<file path="src/rtl/ftch_stage.sv">
`default_nettype none
// +--------------------------------------------------------------------------+
// | Module   : ftch_stage                                                    |
// | Function : Instruction fetch stage with PC generation, imem request      |
// |            credit control, in-order fetch queue and redirect flush.      |
// | Revision : 1.0  initial release                                          |
// +--------------------------------------------------------------------------+
module ftch_stage #(
  parameter logic [31:0] RESET_PC = 32'hBFC0_0000,
  parameter int          FQ_DEPTH = 4
) (
  input  logic        clk,
  input  logic        reset,
  output logic        imem_req_vld,
  input  logic        imem_req_rdy,
  output logic [31:0] imem_req_addr,
  input  logic        imem_rsp_vld,
  input  logic [31:0] imem_rsp_data,
  input  logic        redir_vld,
  input  logic [31:0] redir_pc,
  output logic        ftch_dec_vld,
  input  logic        ftch_dec_rdy,
  output logic [63:0] ftch_dec_pkt
);

  localparam int               c_CNT_W   = $clog2(FQ_DEPTH + 1);
  localparam int               c_PTR_W   = $clog2(FQ_DEPTH);
  localparam logic [c_CNT_W:0] c_DEPTH_X = (c_CNT_W + 1)'(FQ_DEPTH);

  logic [31:0]        r_pc;
  logic [31:0]        r_rsp_pc;
  logic [63:0]        r_q [FQ_DEPTH];
  logic [c_PTR_W-1:0] r_head;
  logic [c_PTR_W-1:0] r_tail;
  logic [c_CNT_W-1:0] r_count;
  logic [c_CNT_W-1:0] r_out_cnt;
  logic [c_CNT_W-1:0] r_drop_cnt;

  logic [31:0]        w_redir_pc;
  logic [c_CNT_W:0]   w_credit_used;
  logic               w_req_fire;
  logic               w_pop;
  logic               w_push;
  logic               w_full;
  logic [c_CNT_W-1:0] w_out_nxt;
  logic               w_unused_redir_lsb;

  function automatic logic [c_PTR_W-1:0] f_ptr_inc(input logic [c_PTR_W-1:0] p);
    return (p == c_PTR_W'(FQ_DEPTH - 1)) ? '0 : p + c_PTR_W'(1);
  endfunction

  assign w_redir_pc         = {redir_pc[31:2], 2'b00};
  assign w_unused_redir_lsb = ^redir_pc[1:0];

  // Credits cover both in-flight requests and queued entries, so a push never finds the queue full.
  assign w_credit_used = {1'b0, r_out_cnt} + {1'b0, r_count};
  assign imem_req_vld  = (w_credit_used < c_DEPTH_X) && !redir_vld && !reset;
  assign imem_req_addr = r_pc;
  assign w_req_fire    = imem_req_vld && imem_req_rdy;

  assign ftch_dec_vld  = (r_count != '0);
  assign ftch_dec_pkt  = r_q[r_head];
  assign w_pop         = ftch_dec_vld && ftch_dec_rdy;

  assign w_push        = imem_rsp_vld && (r_drop_cnt == '0) && !redir_vld;
  assign w_full        = (r_count == c_CNT_W'(FQ_DEPTH));
  assign w_out_nxt     = r_out_cnt + c_CNT_W'(w_req_fire) - c_CNT_W'(imem_rsp_vld);

  always_ff @(posedge clk or posedge reset) begin
    if (reset) begin
      r_pc       <= RESET_PC;
      r_rsp_pc   <= RESET_PC;
      r_head     <= '0;
      r_tail     <= '0;
      r_count    <= '0;
      r_out_cnt  <= '0;
      r_drop_cnt <= '0;
      for (int i = 0; i < FQ_DEPTH; i++) begin
        r_q[i] <= '0;
      end
    end else begin
      r_out_cnt <= w_out_nxt;
      if (redir_vld) begin
        // Everything still outstanding after this cycle's accounting belongs to the old path.
        r_pc       <= w_redir_pc;
        r_rsp_pc   <= w_redir_pc;
        r_head     <= '0;
        r_tail     <= '0;
        r_count    <= '0;
        r_drop_cnt <= w_out_nxt;
      end else begin
        if (w_req_fire) begin
          r_pc <= r_pc + 32'd4;
        end
        if (imem_rsp_vld) begin
          if (r_drop_cnt == '0) begin
            r_rsp_pc <= r_rsp_pc + 32'd4;
          end else begin
            r_drop_cnt <= r_drop_cnt - c_CNT_W'(1);
          end
        end
        if (w_push) begin
          r_q[r_tail] <= {r_rsp_pc, imem_rsp_data};
          r_tail      <= f_ptr_inc(r_tail);
        end
        if (w_pop) begin
          r_head <= f_ptr_inc(r_head);
        end
        r_count <= r_count + c_CNT_W'(w_push) - c_CNT_W'(w_pop);
      end
    end
  end

  a_no_overflow: assert property (@(posedge clk) disable iff (reset) !(w_push && !w_pop && w_full));

endmodule
`default_nettype wire
</file>
<file path="config.mk">
export PLATFORM = sky130hd
export DESIGN_NAME = ftch_stage
export DESIGN_NICKNAME = d
export VERILOG_FILES = /design/src/rtl/ftch_stage.sv
export SDC_FILE = /design/constraint.sdc
export NUM_CORES = 1
export LEC_CHECK = 0
export ABC_AREA = 1
export CAP_MARGIN = 5
export CORE_MARGIN = 4
export CORE_UTILIZATION = 57
export CTS_CLUSTER_DIAMETER = 80
export CTS_CLUSTER_SIZE = 20
export DETAILED_ROUTE_END_ITERATION = 16
export PLACE_DENSITY = 0.87
export SKIP_CTS_REPAIR_TIMING = 1
export SLEW_MARGIN = 10
export SYNTH_ARGS = -nofsm -noshare
export SYNTH_HDL_FRONTEND = slang
export SYNTH_SLANG_ARGS = --single-unit
</file>
<file path="constraint.sdc">
create_clock -name clk -period 13 [get_ports clk]
set_input_delay 2.6 -clock clk [delete_from_list [all_inputs] [get_ports clk]]
set_output_delay 2.6 -clock clk [all_outputs]
set_load 0.02 [all_outputs]
</file>
# [Word level (Yosys, flattened, before mapping)]
# Cells that the tools add are included.
[word_totals] reg_bits=333 latch_bits=0 ramBits=0 romBits=0 inputBits=70 out_inout_bits=98 memories=0
[op_classes] add_sub_neg=10 n_mul=0 div_mod_pow=0 n_lt_le_gt_ge=4 n_eq_ne=3 shift=0 muxes=21 bitwise_logic=3 n_reduce_logical=19
[op_table] cell="$bwmux W256" n=1
[op_table] cell="$mux W64" n=3
[op_table] cell="$mux W32" n=5
[op_table] cell="$bmux W64 S2" n=1
[op_table] cell="$demux W64 S2" n=1
[op_table] cell="$add A32 B3 Y32 const B" n=2
[op_table] cell="$mux W2" n=6
[op_table] cell="$mux W3" n=4
[op_table] cell="$reduce_bool A2 Y1" n=5
[op_table] cell="$logic_and A1 B1 Y1" n=7
[op_table] cell="$add A3 B1 Y3" n=2
[op_table] cell="$ge A3 B3 Y1 const B" n=2
[op_table] cell="$not A2 Y3" n=2
[op_table] cell="$reduce_and A2 Y1" n=3
[op_table] cell="$sub A3 B1 Y3" n=2
[op_table] cell="$add A2 B1 Y2 const B" n=2
[op_table] cell="$add A3 B3 Y4" n=1
[op_table] cell="$eq A2 B2 Y1 const B" n=2
[op_table] cell="$lt A4 B3 Y1 const B" n=1
[op_table] cell="$logic_not A3 Y1" n=1
[op_table] cell="$lt A3 B1 Y1 const B" n=1
[op_table] cell="$reduce_bool A3 Y1" n=1
[op_table] cell="$sub A3 B1 Y3 const B" n=1
[op_table] cell="$logic_not A1 Y1" n=2
[op_table] cell="other kinds (2)" n=2

# [Longest topological paths before layout]
[logic_depth] ltp_word=8 mapped_depth=13 ltp_nobuf=13

# [Worst setup path before layout]
# No wires, ideal clock.
[synth_timing] kind="in2out" startpoint="input port redir_vld" endpoint="output port imem_req_vld" arrival_time_ns=2.952 required_time_ns=10.400 setup_slack_ns=7.448 cell_stages=3 cell_sequence="nor2_1 -> nand2_1 -> nor2_4"
[synth_between] elab_chain_len=3
[synth_lines] element="from (decl)" line_no="19" text="input logic redir_vld,"
[synth_lines] element="$logic_not A1 Y1" line_no="57" text="assign imem_req_vld = (w_credit_used < c_DEPTH_X) && !redir_vld && !reset;"
[synth_lines] element="$logic_and A1 B1 Y1 (2 in a row)" line_no="57"
[synth_lines] element="to (decl)" line_no="14" text="output logic imem_req_vld,"
# Every way passes these cells.

# [Final worst setup path]
# Same ends and word-level chain as after synthesis.

==> results.toml <==
[synthesis]
syn_inst = 1966
ys_warn_count = 0
synthArstFlopShare_pct = 100
synth_top_area_share_pct = 48.2
synth_common_cells = "nand2_1 (563), o21ai_0 (332), dfrtp_1 (303)"
yosys.area.top_type = "dfrtp_1"
synth.area.top_cells = "dfrtp_1 (48%), nand2_1 (13%), o21ai_0 (11%), nor2_1 (5.3%), dfstp_2 (3.0%)"
syn_area_um2 = 15700
ys_ff_latch = 321
syn_avg_cell_area_um2 = 7.99
ys.flop_type = "dfrtp_1"
ys_types = 37
ys_seq_area_share_pct = 51.3
yosysMostFrequentCell = "nand2_1"
synth_edf_count = 0

[sta]
relSlewSlack_pct = 18.0
worst_pin_slew_ps = 1230
grt_setup_unrepaired = "false"
finalSetupViolCount = 0
post-route-period-util_pct = 52.8
hold_viol = 0
clock_skew_ps = 21.3
final.min_clock_period_ps = 6860
maxSlewViolCount = 0
setup_tns_ps = 0
fmax_ghz = 0.146

[route]
avgViaCountPerCell = 5.79
wirelength_um = 40000
drc_errors = 0
dr_total_vias = 14000
drt_iter0_drc = 1455
wl_per_cell_um = 16.6
first_pass_iters = 6
ant_nets = 0

[setup_path]
cpMaxStageDelayCell = "clkdlybuf4s50_1"
r2r_slack_ps = 10330
path_cells = "clkdlybuf4s50_1, buf_4, nor2_1, nand2_1, nor2_4, clkdlybuf4s50_1"
regToRegEndpoint = "r_drop_cnt[2]"
critPathArrivalTime_ps = 4260
rr_worst_depth = 13
timing.rr.start = "r_count[1]"
crit_path_max_incr_delay_ps = 610
crit_fanout = 41
critPathKind = "primary input to output port"
cp-end-kind = "output port"
path_common_cell = "clkdlybuf4s50_1"
cp-start-kind = "primary input"
worstPathRequired_ps = 10400

[worst_hold_path]
min_path_type = "flop to flop"
hold_end = "r_q[71]"
worstHoldStart = "r_q[71]"
whs_path_depth = 2

[global_routing]
grt_use_total_pct = 25.9
grt_max_degree = 150
gr-max-usage-layer = "met2"
grt_util_met3_pct = 3.07
antenna_found_initial = 0
grt_pass1_wl_um = 66100
grtUsageMet1_pct = 37.4
grt_use_met2_pct = 41.3
grt_overflow = 0
grt_pass1_vias = 13400

[placed_design]
hpwl_um = 25200
portBuffers = 161
gp_congestion = 0.925

[power]
p_sw_share_pct = 38.6
irDropWorstVdd_mv = 0.106
total_power_mw = 3.40
leakagePower_nw = 8.20
combPwrFrac_pct = 40.8
seqPwrFrac_pct = 40.4
p_per_area_nw_per_um2 = 191
pwr-share-clk_pct = 18.8
p_sw_mw = 1.31
p_int_mw = 2.09

[finish]
area_growth_pct = 13.2
final_layout_size_suffix_gt1_share_pct = 3.92
nNetsFinal = 2141
multiInputGateArea_um2 = 6530
fillCellCount = 2187
regArea_um2 = 8060
diodes = 0
utilization_pct = 65.8

[floorplanning]
rows = 60
io_pins = 168
die_h_um = 174
die_w_um = 174
coreArea_um2 = 27000
initial_core_util_pct = 58.1
dieArea_um2 = 30300

[job]
drv_cap = 0

[clocking]
cts.sinks = 321
cts_root_buffer = "clkbuf_16"
cts_buffers = 20
clk_latency_ps = 520
clock_path_buffers = 3
clk_pin_slew_ps = 80
h-tree-depth = 1
cts_tree = "done"

[outcome]
status = "finished clean"
## how the worst max path moves through the flow
stage | slack, ps | startpoint | end | cells past startpoint
2_1_floorplan | 1550 | reset | imem_req_addr[10] | 1
3_3_place_gp | 6150 | redir_vld | imem_req_vld | 6
3_5_place_dp | 6120 | redir_vld | imem_req_vld | 6
4_1_cts | 6110 | redir_vld | imem_req_vld | 6
5_1_grt | 6030 | redir_vld | imem_req_vld | 6
6_report | 6140 | redir_vld | imem_req_vld | 6
## flip-flops by register name, summed over array words and instances (netlist names)
signal         flops
r_drop_cnt         3
r_tail             2
r_out_cnt          3
r_rsp_pc          30
imem_req_addr     30
r_head             2
r_q              248
r_count            3
## placed cells by master, fill, tap and decap left out, drive strengths merged
master and instances:
dfstp 18, nor2 230, or2 1, dfrtp 303, conb 4, a31oi 3
clkinv 1, fa 2, o31ai 1, o22ai 63, a22oi 1, a21oi 6
nand3 68, inv 127, o21bai 2, o21ai 396, nand4 4, nand2 571
clkinvlp 1, buf 11, ha 15, xnor2 6, clkbuf 34, nor3 1
clkdlybuf4s50 161, o211ai 16, nand3b 6, xor2 16
## critical path: cells and delay by family
| family | cells | cell delay [ps] |
|---|---|---|
| buffers and inverters | 3 | 1290 |
| and+or+nand+nor | 3 | 370 |
## area by class of cell
| class | instances | share of cell area (%) |
|---|---|---|
| Sequential cell | 321 | 45.3 |
| Clock buffer | 34 | 3.23 |
| Clock inverter | 2 | 0.134 |
| Multi-Input combinational cell | 1412 | 36.7 |
| Inverter | 127 | 2.76 |
| Tap cell | 341 | 2.40 |
| Timing Repair Buffer | 172 | 9.52 |
## routing by layer
| layer | wire (um) | share of wire (%) | vias to the layer above |
|---|---|---|---|
| met2 | 18600 | 47 | 642 |
| li1 | - | - | 6568 |
| met1 | 17300 | 43 | 6663 |
| met4 | 1110 | 2.8 | 0 |
| met5 | 0 | 0 | - |
| met3 | 2960 | 7.4 | 87 |
## power groups by stage
stage | Combinational [mW] | Sequential, mW | Clock (mW)
after floorplan | 0.842 | 1.36 | 0
after global placement | 1.34 | 1.37 | 0
after detailed placement | 1.38 | 1.38 | 0
after CTS | 1.39 | 1.37 | 0.651
after global routing | 1.52 | 1.40 | 0.692
final | 1.39 | 1.37 | 0.639
## stage by stage
step                      setup slack, ps  hold slack [ps]  instances  area, um^2
after floorplan                      1550              448       1969       15700
after global placement               6150              461       2373       17200
after detailed placement             6120              468       2373       17200
after CTS                            6110              488       2409       17800
after global routing                 6030              512       2409       17800
final                                6140              482       2409       17800
## cells by family after synthesis
kind of cell               Yosys count  share of synthesized area (%)
other                                1                         0.0239
buffers and inverters              236                           7.29
and+or+nand+nor                    881                           22.4
xor gates and xnor gates            22                           1.23
AOI/OAI and AO/OA                  488                           16.4
adders and majority gates           17                           1.45
DFF                                321                           51.3
No activity file was read; power rests on OpenSTA's default activity.
